$ cat src/rtl/alu_share_arbiter.sv
// Two-port round-robin arbiter sharing one 32-bit ALU, with a single registered result slot.
// Optional ALU_ARB_CONFLICT_CNT_EN adds a saturating count of contended cycles on conflict_cnt.

module alu (
  input  logic [3:0]  sel_i,
  input  logic [31:0] a_i,
  input  logic [31:0] b_i,
  output logic [31:0] y_o
);

  // sel = {extra_bit, funct3}; extra_bit selects SUB, SRA, and pass-b (LUI) on AND's slot
  always_comb begin
    y_o = '0;
    case (sel_i[2:0])
      3'b000: y_o = sel_i[3] ? (a_i - b_i) : (a_i + b_i);
      3'b001: y_o = a_i << b_i[4:0];
      3'b010: y_o = {31'b0, ($signed(a_i) < $signed(b_i))};
      3'b011: y_o = {31'b0, (a_i < b_i)};
      3'b100: y_o = a_i ^ b_i;
      3'b101: y_o = sel_i[3] ? 32'($signed(a_i) >>> b_i[4:0]) : (a_i >> b_i[4:0]);
      3'b110: y_o = a_i | b_i;
      3'b111: y_o = sel_i[3] ? b_i : (a_i & b_i);
      default: y_o = '0;
    endcase
  end

endmodule

module alu_share_arbiter #(
  parameter int unsigned XLEN  = 32,
  parameter int unsigned TAG_W = 4
) (
  input  logic             clk,
  input  logic             reset,
  input  logic             req0_valid,
  output logic             req0_ready,
  input  logic [3:0]       req0_sel,
  input  logic [XLEN-1:0]  req0_a,
  input  logic [XLEN-1:0]  req0_b,
  input  logic [TAG_W-1:0] req0_tag,
  input  logic             req1_valid,
  output logic             req1_ready,
  input  logic [3:0]       req1_sel,
  input  logic [XLEN-1:0]  req1_a,
  input  logic [XLEN-1:0]  req1_b,
  input  logic [TAG_W-1:0] req1_tag,
  output logic             rsp0_valid,
  input  logic             rsp0_ready,
  output logic [XLEN-1:0]  rsp0_data,
  output logic [TAG_W-1:0] rsp0_tag,
  output logic             rsp1_valid,
  input  logic             rsp1_ready,
  output logic [XLEN-1:0]  rsp1_data,
  output logic [TAG_W-1:0] rsp1_tag
`ifdef ALU_ARB_CONFLICT_CNT_EN
  ,
  output logic [15:0]      conflict_cnt
`endif
);

  localparam int unsigned CNT_W = 16;

  typedef enum logic [1:0] {
    S_EMPTY = 2'd0,
    S_FULL0 = 2'd1,
    S_FULL1 = 2'd2
  } slot_e;

  slot_e            state_q, state_d;
  logic             ptr_q, ptr_d;
  logic [XLEN-1:0]  data0_q, data0_d, data1_q, data1_d;
  logic [TAG_W-1:0] tag0_q, tag0_d, tag1_q, tag1_d;
  logic             free, grant0, grant1;
  logic [3:0]       alu_sel;
  logic [XLEN-1:0]  alu_a, alu_b, alu_y;

  // Ungranted cycles still present requester 0 to the ALU; the result is simply not captured
  assign alu_sel = grant1 ? req1_sel : req0_sel;
  assign alu_a   = grant1 ? req1_a   : req0_a;
  assign alu_b   = grant1 ? req1_b   : req0_b;

  alu u_alu (
    .sel_i (alu_sel),
    .a_i   (alu_a),
    .b_i   (alu_b),
    .y_o   (alu_y)
  );

  always_ff @(posedge clk or posedge reset) begin
    if (reset) begin
      state_q <= S_EMPTY;
      ptr_q   <= 1'b0;
      data0_q <= '0;
      data1_q <= '0;
      tag0_q  <= '0;
      tag1_q  <= '0;
    end else begin
      state_q <= state_d;
      ptr_q   <= ptr_d;
      data0_q <= data0_d;
      data1_q <= data1_d;
      tag0_q  <= tag0_d;
      tag1_q  <= tag1_d;
    end
  end

  always_comb begin
    state_d = state_q;
    ptr_d   = ptr_q;
    data0_d = data0_q;
    data1_d = data1_q;
    tag0_d  = tag0_q;
    tag1_d  = tag1_q;
    grant0  = 1'b0;
    grant1  = 1'b0;

    // Slot can take a new result if empty or if the held result drains this cycle
    case (state_q)
      S_EMPTY: free = 1'b1;
      S_FULL0: free = rsp0_ready;
      S_FULL1: free = rsp1_ready;
      default: free = 1'b1;
    endcase

    if (free) begin
      if (req0_valid && req1_valid) begin
        grant0 = ~ptr_q;
        grant1 = ptr_q;
        ptr_d  = ~ptr_q;
      end else begin
        grant0 = req0_valid;
        grant1 = req1_valid;
      end
    end

    if (grant0) begin
      state_d = S_FULL0;
      data0_d = alu_y;
      tag0_d  = req0_tag;
    end else if (grant1) begin
      state_d = S_FULL1;
      data1_d = alu_y;
      tag1_d  = req1_tag;
    end else if (free) begin
      state_d = S_EMPTY;
    end
  end

  assign req0_ready = grant0;
  assign req1_ready = grant1;
  assign rsp0_valid = (state_q == S_FULL0);
  assign rsp1_valid = (state_q == S_FULL1);
  assign rsp0_data  = data0_q;
  assign rsp1_data  = data1_q;
  assign rsp0_tag   = tag0_q;
  assign rsp1_tag   = tag1_q;

`ifdef ALU_ARB_CONFLICT_CNT_EN
  logic [CNT_W-1:0] cnt_q, cnt_d;

  // Contended cycle: both asked and one lost
  always_comb begin
    cnt_d = cnt_q;
    if (req0_valid && req1_valid && (grant0 || grant1) && (cnt_q != {CNT_W{1'b1}})) begin
      cnt_d = cnt_q + CNT_W'(1);
    end
  end

  always_ff @(posedge clk or posedge reset) begin
    if (reset) cnt_q <= '0;
    else       cnt_q <= cnt_d;
  end

  assign conflict_cnt = cnt_q;
`endif

endmodule

$ cat config.mk
export PLATFORM = sky130hd
export DESIGN_NAME = alu_share_arbiter
export DESIGN_NICKNAME = d
export VERILOG_FILES = /design/src/rtl/alu_share_arbiter.sv
export SDC_FILE = /design/constraint.sdc
export NUM_CORES = 1
export LEC_CHECK = 0
export CORE_ASPECT_RATIO = 1.75
export CORE_MARGIN = 10
export CORE_UTILIZATION = 44
export DETAILED_ROUTE_END_ITERATION = 6
export GPL_TIMING_DRIVEN = 0
export PLACE_DENSITY_LB_ADDON = 0.05
export SYNTH_ARGS = -nofsm -noshare
export SYNTH_HDL_FRONTEND = slang
export SYNTH_SLANG_ARGS = --single-unit
$ cat constraint.sdc
create_clock -name clk -period 4.6 [get_ports clk]
set_input_delay 1.38 -clock clk [delete_from_list [all_inputs] [get_ports clk]]
set_output_delay 1.38 -clock clk [all_outputs]
set_load 0.05 [all_outputs]
==> flow_metrics.py, run 1 <==
metrics = {
    "die": {
        "die-height_um": 254,
        "floorplan.initialDensity_pct": 44.8,
        "num_io_pins": 226,
        "die-width_um": 154,
        "number_of_placement_rows": 85,
    },
    "timing": {
        "postGrtWorstEndpoint": "rsp0_data[31]$_DFFE_PP0P_/D",
        "worst_endpoint_kind": "sequential cell input",
    },
    "placed_design": {
        "dp.final_hpwl_um": 77000,
        "finalWeightedCongestion": 1.29,
        "io_buffers": 219,
    },
    "clock_tree": {
        "cts_sinks": 75,
        "cts_root_buf": "sky130_fd_sc_hd__clkbuf_16",
        "htreeDepth": 3,
        "numCtsBuffers": 9,
        "clock_path_buffers": 2,
    },
    "logic_synthesis": {
        "ys_top_cells_by_area": "sky130_fd_sc_hd__dfrtp_1 14%, sky130_fd_sc_hd__mux2i_1 11%, sky130_fd_sc_hd__ha_1 9.0%",
        "synth_seq_cells": 75,
        "number_of_synthesized_flops_with_an_enable_pin": 0,
        "synth_simple_gate_area_share_pct": 18.6,
        "synth_sequential_area_ratio_pct": 13.6,
        "synthAdderAreaFrac_pct": 9.25,
        "fraction_of_synthesized_cell_area_taken_by_the_top_area_cell_type_pct": 13.6,
        "synthesis.yosys.warnings": 0,
        "synthesis.area_sq_um": 13800,
        "yosys_most_used_dff": "sky130_fd_sc_hd__dfrtp_1",
        "syn-instance-count": 1895,
        "synth_area_leader_cell": "sky130_fd_sc_hd__dfrtp_1",
        "asyncSetResetFlopFracSynth_pct": 100,
        "dominant_combinational_cell_family_by_area_after_synthesis": "compound AO/OA/AOI/OAI gates",
        "post_synth_xor_area_fraction_pct": 1.08,
        "synth_compound_area_share_pct": 33.6,
        "netlist-cell-type-count": 87,
        "synth_area_per_cell_sq_um": 7.29,
        "mux_share_of_post_synthesis_cell_area_pct": 16.1,
        "mappedNetlistNets": 2146,
    },
    "global_route": {
        "pin_count_of_the_biggest_net_entering_global_routing": 76,
        "grt-ovfl-total": 327,
        "grt_util_overall_pct": 72.2,
    },
    "run_status": {
        "error_message": "[ERROR GRT-0232] Routing congestion too high. Check the congestion heatmap in the GUI.",
        "status": "aborted with a tool error",
        "flow.stopped_at": "5_1_grt",
    },
}
[metrics by stage]
step           cells  worst slack (ns)  cell area, sq um
3_5_place_dp    2507             -3.66             16800
2_1_floorplan   1895            -0.621             14100
4_1_cts         2667            -0.909             20900
3_3_place_gp    2505             -3.62             16800
[synth_stat cells, types with 17 or more instances]
cell / instances
sky130_fd_sc_hd__buf_2: 44
sky130_fd_sc_hd__nand3_1: 38
sky130_fd_sc_hd__o21ai_0: 127
sky130_fd_sc_hd__dfrtp_1: 75
sky130_fd_sc_hd__a22oi_1: 19
sky130_fd_sc_hd__nor2_1: 151
sky130_fd_sc_hd__o221ai_1: 27
sky130_fd_sc_hd__mux2i_1: 158
sky130_fd_sc_hd__nand2_1: 196
sky130_fd_sc_hd__a211oi_1: 46
sky130_fd_sc_hd__a221oi_1: 31
sky130_fd_sc_hd__o22ai_1: 17
sky130_fd_sc_hd__a21oi_1: 135
sky130_fd_sc_hd__nand4_1: 25
sky130_fd_sc_hd__inv_1: 101
sky130_fd_sc_hd__a31oi_1: 27
sky130_fd_sc_hd__mux2_2: 48
sky130_fd_sc_hd__nor3_1: 42
sky130_fd_sc_hd__clkbuf_1: 85
sky130_fd_sc_hd__o31ai_1: 21
sky130_fd_sc_hd__o211ai_1: 43
sky130_fd_sc_hd__ha_1: 99
sky130_fd_sc_hd__nor4_1: 17
[what timing repair did]
action                     in CTS
hold buffers                    0
buffers inserted              151
gates cloned                    2
setup endpoints to repair      70
gates resized for setup       615
pin swaps                     129
[logic make-up after synthesis]
| kind of cell | count (synthesis) |
|---|---|
| AO/OA/AOI/OAI | 671 |
| AND/OR/NAND/NOR | 556 |
| buffers and inverters | 263 |
| multiplexers | 212 |
| adder cells (fa/ha/maj) | 101 |
| flip-flops | 75 |
| XOR/XNOR | 17 |
[routing by layer]
| layer | GRT usage [%] | overflow |
|---|---|---|
| met1 | 69.1 | 4 |
| met2 | 90.2 | 194 |
| met3 | 58.3 | 4 |
| met4 | 74.1 | 125 |
| met5 | 20.9 | 0 |
==> run 2, diff against run 1 <==
==> config.mk (replaced) <==
export PLATFORM = sky130hd
export DESIGN_NAME = alu_share_arbiter
export DESIGN_NICKNAME = d
export VERILOG_FILES = /design/src/rtl/alu_share_arbiter.sv
export SDC_FILE = /design/constraint.sdc
export NUM_CORES = 1
export LEC_CHECK = 0
export CORE_MARGIN = 10
export CORE_UTILIZATION = 29
export DETAILED_ROUTE_END_ITERATION = 6
export GPL_TIMING_DRIVEN = 0
export PLACE_DENSITY_LB_ADDON = 0.15
export SYNTH_ARGS = -nofsm -noshare
export SYNTH_HDL_FRONTEND = slang
export SYNTH_SLANG_ARGS = --single-unit
==> constraint.sdc (replaced) <==
create_clock -name clk -period 6 [get_ports clk]
set_input_delay 1.8 -clock clk [delete_from_list [all_inputs] [get_ports clk]]
set_output_delay 1.8 -clock clk [all_outputs]
set_load 0.05 [all_outputs]
==> run 2 against run 1 <==
Effect of this change:
- synthesized area stayed put
- the flow now finishes, with violations (setup timing)
- synthesized cell count stayed put
==> flow_metrics.py, run 2 <==
metrics = {
    "timing": {
        "fin_skew_ns": 0.00539,
        "max_slew.worst_pin.slew_ns": 1.39,
        "setup_viol": 5,
        "grt_setup_unrepaired": "true",
        "post-route-worst-setup-slack_ns": -0.127,
        "period_minus_slack_ns": 6.13,
        "post_route_fraction_of_the_period_consumed_by_the_critical_path_pct": 102,
        "max-slew-margin-rel_pct": 6.77,
        "max_clock_freq_mhz": 163,
        "final-hold-violation-count": 0,
        "slew_violations": 0,
    },
    "routing": {
        "drc": 0,
        "ant_nets": 0,
        "routed_length_per_instance_um": 37.7,
        "top_layer": "met4",
        "met1_length_um": 43400,
        "drt-initial-drc-count": 2275,
        "met3WireLength_um": 10200,
        "routed_via_density": 6.58,
        "met2_wirelength_um": 44500,
        "postRouteWirelength_um": 107000,
        "drt_pre_antenna_iters": 6,
        "vias": 18600,
    },
    "setup_path": {
        "timing.critical_path.from_type": "input pin",
        "crit_path_cell_trace": "buf_6 > a221o_2 > nand3_4 > inv_4 > buf_12 > buf_12 > buf_4 > mux2_2 > o21ai_0 > mux2i_1 > a221oi_1 > o2111ai_2 > mux2_2",
        "longest_individual_stage_delay_on_the_worst_path_ns": 1.06,
        "critical_path.slowest_cell": "sky130_fd_sc_hd__a221oi_1",
        "worstSetupEndpointType": "flip-flop",
        "crit_start": "rsp1_ready",
        "critical_path.max_fanout": 9,
        "required_time_worst_endpoint_ns": 6.23,
        "path_class": "input pin to flip-flop",
        "r2r_start": "state_q[0]",
        "cell_family_with_most_cp_delay": "compound AO/OA/AOI/OAI gates",
        "critical_path_arrival_ns": 6.35,
        "worst-path-buf-inv": 5,
    },
    "layout": {
        "sequential_cell_area_sq_um": 1880,
        "area.growth.synth_to_final_pct": 43.6,
        "n_fill_cell": 4904,
        "nets": 2463,
        "most-common-layout-cells": "213 x sky130_fd_sc_hd__clkdlybuf4s50_1, 190 x sky130_fd_sc_hd__nand2_1, 147 x sky130_fd_sc_hd__nor2_1",
        "post-route-util_pct": 42.4,
        "mostFrequentLayoutCell": "sky130_fd_sc_hd__clkdlybuf4s50_1",
        "area_of_combinational_cells_with_multiple_inputs_sq_um": 12300,
        "post_route_cells_drive_above_1_share_pct": 21.5,
    },
    "clock_tree": {
        "cts_sinks": 75,
        "post_cts_hold_buffer_count": 0,
        "cts_root_buf": "sky130_fd_sc_hd__clkbuf_16",
        "cts_tree": "yes",
        "htreeDepth": 3,
        "register_clock_pin_slew_on_the_reported_worst_setup_and_hold_paths_ns": 0.06,
        "clk_latency_ns": 0.35,
        "numCtsBuffers": 9,
        "clock_path_buffers": 2,
    },
    "logic_synthesis": {
        "synthesis.area_sq_um": 13800,
        "synthesis.yosys.warnings": 0,
        "post_synth_most_frequent_cells": "196 x sky130_fd_sc_hd__nand2_1, 158 x sky130_fd_sc_hd__mux2i_1, 151 x sky130_fd_sc_hd__nor2_1",
        "netlist-cell-type-count": 87,
        "synth_seq_cells": 75,
        "yosysMostFrequentCell": "sky130_fd_sc_hd__nand2_1",
        "synth_area_per_cell_sq_um": 7.29,
        "yosys_most_used_dff": "sky130_fd_sc_hd__dfrtp_1",
        "fraction_of_synthesized_cell_area_taken_by_the_top_area_cell_type_pct": 13.6,
        "synth_area_leader_cell": "sky130_fd_sc_hd__dfrtp_1",
        "syn-instance-count": 1895,
        "number_of_synthesized_flops_with_an_enable_pin": 0,
        "ys_top_cells_by_area": "sky130_fd_sc_hd__dfrtp_1 14%, sky130_fd_sc_hd__mux2i_1 11%, sky130_fd_sc_hd__ha_1 9.0%",
        "synth_sequential_area_ratio_pct": 13.6,
        "asyncSetResetFlopFracSynth_pct": 100,
        "mappedNetlistNets": 2146,
    },
    "die": {
        "number_of_placement_rows": 79,
        "die-width_um": 238,
        "core_outline_area_sq_um": 46900,
        "fp.dieArea_sq_um": 56800,
        "num_io_pins": 226,
        "die-height_um": 238,
        "floorplan.initialDensity_pct": 29.5,
    },
    "placed_design": {
        "finalWeightedCongestion": 1.11,
        "pre_cts_slack_ns": -3.57,
        "io_buffers": 219,
        "dp.final_hpwl_um": 85000,
    },
    "flow_run": {
        "drv.max_cap_violation_count": 0,
    },
    "run_status": {
        "violations": "setup timing",
        "status": "finished, violations left",
    },
    "global_route": {
        "global_route_wire_length_before_repair_um": 146000,
        "grt_util_overall_pct": 36.2,
        "via_count_of_the_first_global_routing_pass": 18000,
        "initial_antenna_violation_count": 3,
        "pin_count_of_the_biggest_net_entering_global_routing": 69,
        "grt-ovfl-total": 0,
    },
    "hold_path": {
        "hp-class": "flip-flop to flip-flop",
        "hp-start": "rsp1_tag[2]",
    },
    "pwr": {
        "cellLeakagePower_uw": 0.00798,
        "vdd_drop_max_v": 0.000303,
        "p_per_area_nw_per_um2": 649,
    },
}
run 2: cell counts after synthesis:
Identical to the previous run, type by type.
run 2: stage by stage:
stage	hold WS, ns	area, sq um	instances	power, uW	TNS, ns
4_1_cts	0.480	19400	2808	12200	0
3_3_place_gp	0.462	16800	2721	10200	-174.87
2_1_floorplan	0.479	13800	1895	6350	-0.00919
3_5_place_dp	0.464	16900	2727	10200	-173.78
6_report	0.477	19900	2827	12900	-0.396
5_1_grt	0.511	19800	2824	13200	-0.261
run 2: logic make-up after synthesis:
group                      count (synthesis)  synth area share, %
and+or+nand+nor                          556                 18.6
DFF                                       75                 13.6
xor gates and xnor gates                  17                 1.08
muxes                                    212                 16.1
adders and majority gates                101                 9.25
buffers and inverters                    263                 7.84
AOI/OAI and AO/OA                        671                 33.6
run 2: what timing repair did:
item / CTS / global route
setup endpoints to repair: 67 / 53
cloned: 2 / 0
setup buffers: 70 / 20
pin swaps: 55 / 34
resized for setup: 393 / 80
run 2: final cells by class:
type / count / area share (%)
plain buffers: 141 / 5.62
multi-input cells: 1557 / 61.8
flip-flops and latches: 75 / 9.45
clock buffers: 10 / 1.20
diodes: 3 / 0.0378
clock inverters: 6 / 0.208
well taps: 607 / 3.83
inverters: 112 / 2.16
repair buffers: 316 / 15.7
run 2: metal layers:
metal | global-route usage, % | vias to the layer above
li1 | - | 7797
met1 | 45.9 | 9194
met2 | 53.6 | 1270
met3 | 8.37 | 343
met4 | 24.6 | 0
met5 | 0 | -
run 2: final timing paths:
path | to | depth (start not counted) | slack [ns]
max | rsp0_data[13] | 13 | -0.13
min | rsp1_tag[2] | 2 | 0.48
max reg2reg | rsp0_data[13] | 14 | 0.72
min reg2reg | rsp1_tag[2] | 2 | 0.48
max in group asynchronous | ptr_q | 3 | 3.74
min in group asynchronous | rsp0_data[6] | 2 | 1.70
run 2: where the power goes:
part           switching (uW)  internal, uW  total (uW)
registers                 132           739         871
clock network             220           290         510
logic                    7680          3820       11500
run 2: worst min-delay path, delay by kind of cell (launching register included):
family        cells  cell delay (ns)
flops             1             0.34
simple gates      2             0.10
Power figures use the tool's default switching activity.
